[src/rtl/mux_pkg.sv]
// Shared constants for the channel mux/arbiter: mode encodings, output-register
// state and the select-width helper.
package mux_pkg;

  localparam logic MODE_FIXED = 1'b0;
  localparam logic MODE_RR    = 1'b1;

  typedef enum logic {
    ST_EMPTY = 1'b0,
    ST_FULL  = 1'b1
  } state_e;

  // Channel-index width; a 1-bit index is kept even for degenerate counts.
  function automatic int sel_w(input int n);
    return (n < 2) ? 1 : $clog2(n);
  endfunction

endpackage

[src/rtl/rr_pick.sv]
// Rotating-priority picker: first requester at or after base, wrapping mod N.
module rr_pick #(
  parameter int N     = 8,
  parameter int SEL_W = 3
) (
  input  logic [N-1:0]     req,
  input  logic [SEL_W-1:0] base,
  output logic [SEL_W-1:0] grant,
  output logic             grant_valid
);

  logic [SEL_W-1:0] w_idx;

  assign grant_valid = |req;

  // Walk offsets from farthest to nearest so the nearest requester wins last.
  always_comb begin
    grant = '0;
    w_idx = '0;
    for (int k = N - 1; k >= 0; k--) begin
      w_idx = SEL_W'((int'(base) + k) % N);
      if (req[w_idx]) grant = w_idx;
    end
  end

endmodule

[src/rtl/mux_arb.sv]
// N-channel valid/ready mux with fixed-select or round-robin arbitration feeding
// a single-entry output register.
module mux_arb
  import mux_pkg::*;
#(
  parameter  int N_CH  = 8,
  parameter  int WIDTH = 8,
  localparam int SEL_W = sel_w(N_CH)
) (
  input  logic                  clk,
  input  logic                  rst,
  input  logic [N_CH*WIDTH-1:0] in_data,
  input  logic [N_CH-1:0]       in_valid,
  output logic [N_CH-1:0]       in_ready,
  input  logic                  mode,
  input  logic [SEL_W-1:0]      sel,
  output logic [WIDTH-1:0]      out_data,
  output logic [SEL_W-1:0]      out_ch,
  output logic                  out_valid,
  input  logic                  out_ready
);

  state_e           r_state, w_state_nxt;
  logic [SEL_W-1:0] r_ptr, r_ch;
  logic [WIDTH-1:0] r_data;
  logic [SEL_W-1:0] w_rr_grant, w_grant, w_ptr_nxt;
  logic [WIDTH-1:0] w_grant_data;
  logic             w_rr_valid, w_fixed_valid, w_grant_valid, w_load;

  rr_pick #(.N(N_CH), .SEL_W(SEL_W)) u_pick (
    .req         (in_valid),
    .base        (r_ptr),
    .grant       (w_rr_grant),
    .grant_valid (w_rr_valid)
  );

  // An out-of-range sel matches no channel, so it never grants.
  always_comb begin
    w_fixed_valid = 1'b0;
    for (int i = 0; i < N_CH; i++)
      if (int'(sel) == i) w_fixed_valid = in_valid[i];
  end

  assign w_grant       = (mode == MODE_RR) ? w_rr_grant : sel;
  assign w_grant_valid = (mode == MODE_RR) ? w_rr_valid : w_fixed_valid;
  assign w_load        = !rst && w_grant_valid && (r_state == ST_EMPTY || out_ready);
  assign w_ptr_nxt     = (int'(w_rr_grant) == N_CH - 1) ? '0 : w_rr_grant + SEL_W'(1);

  always_comb begin
    in_ready     = '0;
    w_grant_data = '0;
    for (int i = 0; i < N_CH; i++) begin
      if (int'(w_grant) == i) begin
        w_grant_data = in_data[i*WIDTH +: WIDTH];
        in_ready[i]  = w_load;
      end
    end
  end

  always_comb begin
    w_state_nxt = r_state;
    if (w_load)         w_state_nxt = ST_FULL;
    else if (out_ready) w_state_nxt = ST_EMPTY;
  end

  always_ff @(posedge clk) begin
    if (rst) r_state <= ST_EMPTY;
    else     r_state <= w_state_nxt;
  end

  // The pointer only advances on round-robin loads; fixed-mode traffic leaves it alone.
  always_ff @(posedge clk) begin
    if (rst) begin
      r_data <= '0;
      r_ch   <= '0;
      r_ptr  <= '0;
    end else if (w_load) begin
      r_data <= w_grant_data;
      r_ch   <= w_grant;
      if (mode == MODE_RR) r_ptr <= w_ptr_nxt;
    end
  end

  assign out_data  = r_data;
  assign out_ch    = r_ch;
  assign out_valid = (r_state == ST_FULL);

endmodule

[config.mk]
export PLATFORM = sky130hd
export DESIGN_NAME = mux_arb
export DESIGN_NICKNAME = d
export VERILOG_FILES = /design/src/rtl/mux_pkg.sv /design/src/rtl/rr_pick.sv /design/src/rtl/mux_arb.sv
export SDC_FILE = /design/constraint.sdc
export NUM_CORES = 1
export LEC_CHECK = 0
export BUFFER_PORTS_ARGS = -buffer_cell sky130_fd_sc_hd__buf_2
export CORE_UTILIZATION = 40
export DETAILED_ROUTE_END_ITERATION = 8
export PLACE_DENSITY_LB_ADDON = 0.1
export RECOVER_POWER = 100
export REMOVE_ABC_BUFFERS = 1
export SLEW_MARGIN = 20
export SYNTH_ARGS = -nofsm -noshare
export SYNTH_HDL_FRONTEND = slang
export SYNTH_SLANG_ARGS = --single-unit
[constraint.sdc]
create_clock -name clk -period 8.94 [get_ports clk]
set_input_delay 1.788 -clock clk [delete_from_list [all_inputs] [get_ports clk]]
set_output_delay 1.788 -clock clk [all_outputs]
set_load 0.01 [all_outputs]
==> results of run 1 <==
==> flip-flops by register name, indices dropped and copies added (netlist names) <==
| signal | count |
|---|---|
| out_data | 8 |
| out_ch | 3 |
| r_ptr | 3 |
| out_valid | 1 |
==> area by class of cell <==
class,instances,area (um2),area share (%)
flip-flops and latches,15,300,9.89
clock inverters,1,5.00,0.165
multi-input cells,245,2040,67.3
well taps,75,93.8,3.09
clock buffers,3,41.3,1.36
repair buffers,103,504,16.6
inverters,13,48.8,1.61
==> cell usage in the layout, fill, tap and decap left out, types with 4 or more instances in the layout <==
master / count
dfxtp_1: 15
nor2_1: 19
a21oi_1: 9
mux2_2: 10
o21ai_0: 7
clkbuf_1: 19
or2_1: 8
or3_1: 10
nor3_1: 9
a32o_1: 8
inv_1: 12
nand2_1: 14
a31o_1: 9
a221oi_1: 8
mux2i_1: 18
mux4_2: 17
buf_4: 5
buf_2: 79
a211oi_1: 4
nand4_1: 9
o21a_1: 9
o211ai_1: 28
==> metal layers <==
layer	vias to the layer above	share of wire, %	track usage, %
met3	12	8.0	4.51
met5	-	0	0
met4	0	1.2	7.89
met2	128	49	38.6
met1	1313	42	29.3
li1	1354	-	-
==> cell families (layout without fill, tap and decap cells) <==
logic type,Yosys count,in the layout,share of synthesized area [%]
buffers and inverters,47,120,8.71
AND/OR/NAND/NOR,87,87,17.9
adder cells (fa/ha/maj),3,3,1.46
flip-flops,15,15,11.7
AO/OA/AOI/OAI,101,101,30.4
XOR/XNOR,7,7,2.68
multiplexers,47,47,27.2
==> worst max-delay path by stage <==
| stage | start | endpoint | cells after the start |
|---|---|---|---|
| after CTS | in_valid[0] | in_ready[1] | 10 |
| final | in_valid[3] | in_ready[0] | 10 |
| after global routing | in_valid[3] | in_ready[0] | 10 |
| after detailed placement | in_valid[0] | in_ready[1] | 10 |
| after floorplan | r_ptr[0] | in_ready[1] | 9 |
| after global placement | in_valid[0] | in_ready[1] | 10 |
==> stage by stage <==
step	utilization, %	worst slack, ps	hold slack [ps]	cells	cell area (um2)
2_1_floorplan	-	2800	489	273	2400
3_3_place_gp	49.8	2350	457	451	3020
3_5_place_dp	49.8	2350	462	451	3020
4_1_cts	50.6	2330	474	455	3060
5_1_grt	50.1	1550	495	455	3040
6_report	50.1	1920	474	455	3040
==> where the power goes <==
| part | switching [uW] | total, uW | internal, uW | leakage, uW |
|---|---|---|---|---|
| Sequential | 10.1 | 90.5 | 80.4 | 0.000124 |
| Clock | 27.5 | 58.4 | 30.9 | 0.0000255 |
| Combinational | 179 | 317 | 138 | 0.00102 |
==> worst reg2reg max path, delay by kind of cell (launching register included) <==
| family | cells | cell delay [ps] |
|---|---|---|
| buffers and inverters | 2 | 360 |
| and+or+nand+nor | 1 | 540 |
| adders and majority gates | 1 | 740 |
| DFF | 1 | 310 |
| muxes | 3 | 790 |
| AOI/OAI and AO/OA | 5 | 2430 |
==> flow_summary.ini, run 1 <==
[run_status]
outcome = finished, final reports clean

[synthesis]
synth.area.top_cells = mux4_2, dfxtp_1, o211ai_1, mux2i_1, mux2_2
yosysTopAreaCellShare_pct = 14.9
yosys-top-cells-count = o211ai_1, nor2_1, mux2i_1
async_reset_ff_share_pct = 0
synth-edff-count = 0
synth_cell_types = 55
netlist_area_um2 = 2570
yosys_register_bits = 15
ys_warn_count = 0
yosys_most_used_dff = dfxtp_1
synth_most_common_cell = o211ai_1
synth_cells = 307
ys_seq_area_share_pct = 11.7
synth_top_area_cell = mux4_2
syn_area_per_cell_um2 = 8.38

[layout]
fillers = 630
syn_to_final_growth_pct = 18.1
insertedDiodeCount = 0
drive_gt1_share_pct = 31.6
num-nets-final = 463

[clock_tree]
htreeDepth = 1
clk_pin_slew_worst_paths_ps = 70
cts_buffers = 3
clkLatencyLatePin_ps = 250
cts_sinks = 15
cts_root_buffer = clkbuf_8
cts_tree = done
postCtsResizedCells = 0
clockBufferDepth = 2
ctsHoldBuffers = 0
cts_setup_buffers = 0

[timing]
fin_worst_skew_ps = 2.44
finalHoldViolCount = 0
setup-tns-final_ps = 0
fin_crit_sh_pct = 78.5
setup_viol = 0
timing.final.max_slew_violations = 0
relSlewSlack_pct = 21.3
tightest_slew_ps = 1180
max_freq_ghz = 0.142
period_minus_slack_ps = 7020
rsz0062_at_grt = no

[route]
ant_nets = 0
drt_first_pass_iters = 4
drc = 0
drt-total-wl_um = 7730
vias_per_cell = 6.17
wire_per_inst_um = 17.0
vias = 2807
drtIter0Drc = 148

[floorplanning]
io_pins = 99
dieArea_um2 = 6750
die_h_um = 82.2
start_util_pct = 42.4
die_width_um = 82.2
core_um2 = 6060
rows = 28

[critical_path]
crit_path_end_kind = output port
worst-path-buf-inv = 2
reg2reg_slack_ps = 3670
crit_path_max_incr_delay_ps = 1000
timing.rr.end = out_data[0]
crit_arrival_ps = 5230
crit_path_top_delay_cell = a31o_1
critPathTopFamily = compound AO/OA/AOI/OAI gates
startpoint_type = input port
rr_startpoint = r_ptr[1]
cp_max_fo = 37
critical_path_class = input port to output port
required_ps = 7150
cpMostUsedCell = clkbuf_1
r2r_cells = 12
crit_chain = clkbuf_1 > mux2_1 > nor3_1 > a211oi_1 > mux2_2 > o21ai_0 > a31o_1 > nand2_1 > nor2_1 > clkbuf_1

[power]
power_uw = 466
vdd_drop_max_mv = 0.0638
p_per_area_nw_per_um2 = 153
power_leakage_uw = 0.00117

[hold_path]
hp-start = out_ch[2]
hp-class = flip-flop to flip-flop
hold_end = out_ch[2]
hold_depth = 2

[place]
place_congestion = 0.808
post-dp-hpwl_um = 5820
port_buffers = 98

[global_routing]
grt_use_total_pct = 23.0
grt_max_degree = 38
antenna_found_initial = 0
grt_overflow = 0
grt_pass1_wl_um = 12100
grt_pass1_vias = 2515

[flow_run]
drv_cap = 0
(Power assumes the default switching activity.)
==> run 2, diff against run 1 <==
clock period = 5.9 ns   (was 8.94 ns; I/O delays follow)
==> flow_summary.ini, run 2 (same netlist as run 1, synthesis figures left out) <==
[run_status]
outcome = finished, final reports clean

[clock_tree]
cts_setup_buffers = 0
htreeDepth = 1
cts_buffers = 3
cts_sinks = 15
clockBufferDepth = 2
clkLatencyLatePin_ps = 250
clk_pin_slew_worst_paths_ps = 70
postCtsResizedCells = 0
cts_tree = done
ctsHoldBuffers = 0
cts_root_buffer = clkbuf_8

[layout]
largest_register_ffs = 8
insertedDiodeCount = 0
final_common_cell = buf_2
drive_gt1_share_pct = 32.3
syn_to_final_growth_pct = 19.3
num-nets-final = 467
final_cell_mix = buf_2, o211ai_1, clkbuf_1, nor2_1, mux2i_1
fillers = 623
layout.cells.non_filler = 459

[floorplanning]
die_width_um = 82.2
io_pins = 99
die_h_um = 82.2
start_util_pct = 42.4
core_um2 = 6060
rows = 28
dieArea_um2 = 6750

[timing]
rsz0062_at_grt = no
tightest_slew_ps = 1020
setup-tns-final_ps = 0
finalHoldViolCount = 0
relSlewSlack_pct = 31.3
max_freq_ghz = 0.197
fin_crit_sh_pct = 85.9
timing.final.max_slew_violations = 0
period_minus_slack_ps = 5070
setup_viol = 0
fin_worst_skew_ps = 5.38
worst_slack_ps = 833

[route]
vias_per_cell = 6.03
drt-total-wl_um = 7710
vias = 2769
drc = 0
ant_nets = 0
drt_first_pass_iters = 4
drtIter0Drc = 131
wire_per_inst_um = 16.8

[global_routing]
antenna_found_initial = 0
grt_use_total_pct = 23.1
grt_pass1_vias = 2563
grt_max_degree = 31
grt_overflow = 0
grt_pass1_wl_um = 12200

[critical_path]
crit_arrival_ps = 3890
critical_path_class = flip-flop to output port
cp_max_fo = 18
crit_path_end_kind = output port
rr_startpoint = r_ptr[0]
startpoint_type = flip-flop
r2r_cells = 13
crit_start = r_ptr[0]
required_ps = 4720

[hold_path]
hold_depth = 2
hp-start = out_ch[2]
hp-class = flip-flop to flip-flop

[place]
port_buffers = 98
place_congestion = 0.878
placed_cells = 455
post-place-ws_ps = 901
post-dp-hpwl_um = 5970

[power]
vdd_drop_max_mv = 0.0916
p_per_area_nw_per_um2 = 232
power_uw = 712
power_leakage_uw = 0.00118

[flow_run]
drv_cap = 0
[run 2: layout make-up]
type,count,area [um2],share of cell area [%]
clock buffer,3,41.3,1.35
clock inverter,1,5.00,0.163
inverter,13,48.8,1.59
multi-input combinational,245,2050,66.7
sequential,15,300,9.79
tap,75,93.8,3.06
timing repair buffer,107,532,17.3
[run 2: per-stage QoR]
step                hold slack, ps  utilization (%)  area (um2)
finish                         471             50.6        3070
global route                   511             50.6        3070
CTS                            472             51.1        3090
detailed placement             459             50.3        3050
global placement               456             50.3        3050
floorplan                      489                -        2400
[run 2: worst max-delay path: stages, from the launching register on]
cell	delay, ps
dfxtp_1	330
clkinv_1	200
ha_1	580
mux2_2	400
mux2i_1	240
a211oi_1	130
o41ai_2	890
o21a_1	240
buf_4	250
nand2_1	100
nor2_1	110
clkbuf_1	150
[run 2: where the power goes]
part / leakage (uW) / internal (uW) / switching (uW)
combinational: 0.00103 / 214 / 277
clock: 0.0000255 / 46.8 / 39.9
sequential: 0.000124 / 122 / 13.1
total: 0.00118 / 383 / 330
[run 2: final timing paths]
path,to,slack [ps]
worst max-delay path,in_ready[1],830
worst min-delay path,out_ch[2],470
worst max register to register,out_data[3],1330
worst min register to register,out_ch[2],470
[run 2: metal layers]
| layer | GRT usage, % | wire length (um) |
|---|---|---|
| met4 | 6.49 | 119 |
| met3 | 2.20 | 438 |
| met5 | 0 | 0 |
| met1 | 30.7 | 3480 |
| met2 | 39.7 | 3670 |
==> run 3, diff against run 2 <==
ABC_AREA = 1   (was default)
GPL_TIMING_DRIVEN = 0   (was default)
==> flow_summary.ini, run 3 <==
[synthesis]
ys_warn_count = 0
netlist_area_um2 = 2240
yosys_most_used_dff = dfxtp_1
synth.area.top_cells = nand2_1, dfxtp_1, nand3_1, nand4_1, nand3_2
synth_cell_types = 34
async_reset_ff_share_pct = 0
yosys_register_bits = 15
yosys-top-cells-count = nand2_1, nand3_1, inv_1
synth_cells = 371
syn_area_per_cell_um2 = 6.03
synth_top_area_cell = nand2_1
ys_seq_area_share_pct = 13.4
synth_most_common_cell = nand2_1
yosysTopAreaCellShare_pct = 16.1
synth-edff-count = 0

[timing]
rsz0062_at_grt = no
fin_worst_skew_ps = 2.27
setup_viol = 0
relSlewSlack_pct = 49.2
hold_ws_ps = 471
period_minus_slack_ps = 5050
worst_slack_ps = 849
setup-tns-final_ps = 0
fin_crit_sh_pct = 85.6
finalHoldViolCount = 0
max_freq_ghz = 0.198
timing.final.max_slew_violations = 0
tightest_slew_ps = 759

[floorplanning]
die_width_um = 76.8
core_um2 = 5240
rows = 26
start_util_pct = 42.7
dieArea_um2 = 5900
io_pins = 99
die_h_um = 76.8

[route]
vias = 2719
wire_per_inst_um = 12.5
drc = 0
drt_first_pass_iters = 5
vias_per_cell = 5.17
drtIter0Drc = 106
ant_nets = 0
drt-total-wl_um = 6560

[critical_path]
crit_arrival_ps = 3870
rr_startpoint = r_ptr[0]
crit_path_end_kind = output port
cp_max_fo = 29
startpoint_type = flip-flop
crit_start = r_ptr[0]
required_ps = 4720
critical_path_class = flip-flop to output port

[place]
place_congestion = 0.847
port_buffers = 98
placed_area_um2 = 2680
post-place-ws_ps = 1100
placed_cells = 522
post-dp-hpwl_um = 5270

[layout]
layout.cells.non_filler = 526
stdcell_area_um2 = 2670
insertedDiodeCount = 0
syn_to_final_growth_pct = 19.3
final_cell_mix = nand2_1, buf_2, nand3_1, inv_1, nor2_1
largest_register_ffs = 8
drive_gt1_share_pct = 29.8
final_common_cell = nand2_1
num-nets-final = 539

[clock_tree]
cts_root_buffer = clkbuf_8
cts_tree = done
clk_pin_slew_worst_paths_ps = 60
cts_buffers = 3
clockBufferDepth = 2
clkLatencyLatePin_ps = 250
htreeDepth = 1
ctsHoldBuffers = 0
cts_sinks = 15
postCtsResizedCells = 0
cts_setup_buffers = 0

[power]
vdd_drop_max_mv = 0.0729
p_per_area_nw_per_um2 = 214
power_leakage_uw = 0.00138

[global_routing]
antenna_found_initial = 0
grt_max_degree = 30
grt_use_total_pct = 22.5
grt_pass1_vias = 2502
grt_overflow = 0
grt_pass1_wl_um = 11100

[flow_run]
drv_cap = 0

[run_status]
outcome = finished, final reports clean

[hold_path]
hp-class = flip-flop to flip-flop
hp-start = out_ch[2]
## run 3: changes by cell type in the layout (fill, tap and decap cells not counted), moves of 10 or more
cell	before	now
nand2_1	14	99
nand3_1	2	46
inv_1	12	41
mux2i_1	18	1
mux4_2	17	0
nand4_1	9	26
o211ai_1	28	11
nand2_2	0	14
nand3_2	0	13
mux2_2	11	0
nor2_1	19	29
or3_1	10	0
## run 3: through the flow
stage                     utilization, %  power, uW
after floorplan                        -        386
after global placement              51.1        492
after detailed placement            51.1        497
after CTS                           52.0        580
after global routing                51.0        629
final                               51.0        573
## run 3: area by class of cell
cell class                 instances  area, um2
clock inverter                     1       5.00
clock buffer                       3       41.3
sequential                        15        300
tap                               70       87.6
inverter                          49        186
timing repair buffer              98        468
fill                             558       2570
multi-input combinational        290       1580
## run 3: path summary, 6_finish.rpt
path         slack (ps)          end  cells after the start
max                 850  in_ready[6]                     19
min                 470    out_ch[2]                      2
max reg2reg        1800  out_data[2]                     22
min reg2reg         470    out_ch[2]                      2
## run 3: logic make-up after synthesis
kind of cell / Yosys count / synth area share [%]
AOI/OAI and AO/OA: 43 / 12.6
xor gates and xnor gates: 1 / 0.727
adders and majority gates: 3 / 1.68
buffers and inverters: 66 / 14.6
DFF: 15 / 13.4
muxes: 1 / 0.447
and+or+nand+nor: 242 / 56.5
## run 3: power breakdown
part	internal (uW)	total (uW)	leakage, uW	switching (uW)
logic	122	364	0.00123	241
clock network	46.7	85.4	0.0000255	38.7
registers	112	123	0.000123	11.0
total	282	573	0.00138	291
## run 3: routing by layer
layer  part of all wire [%]  wire length (um)  GRT usage, %  up-vias
met2                     48              3180          40.3       95
met3                    5.6               366          1.55        4
met4                   0.78                51          4.04        0
met1                     45              2960          29.5     1208
li1                       -                 -             -     1412
met5                      0                 0             0        -
## run 3: worst max-delay path: stages (launching register included)
cell and delay, ps:
dfxtp_1 640, inv_1 310, ha_1 550, inv_1 180, nand3_1 160, nand3_2 80, nand2_1 70, nand3_1 60
nand3_1 70, nand2_1 50, nand2_1 50, nand2_1 60, nand2_2 70, nand2_2 70, nand2_2 80, nand2_4 190
inv_1 340, nand2_1 170, nor3_1 230, clkbuf_1 180
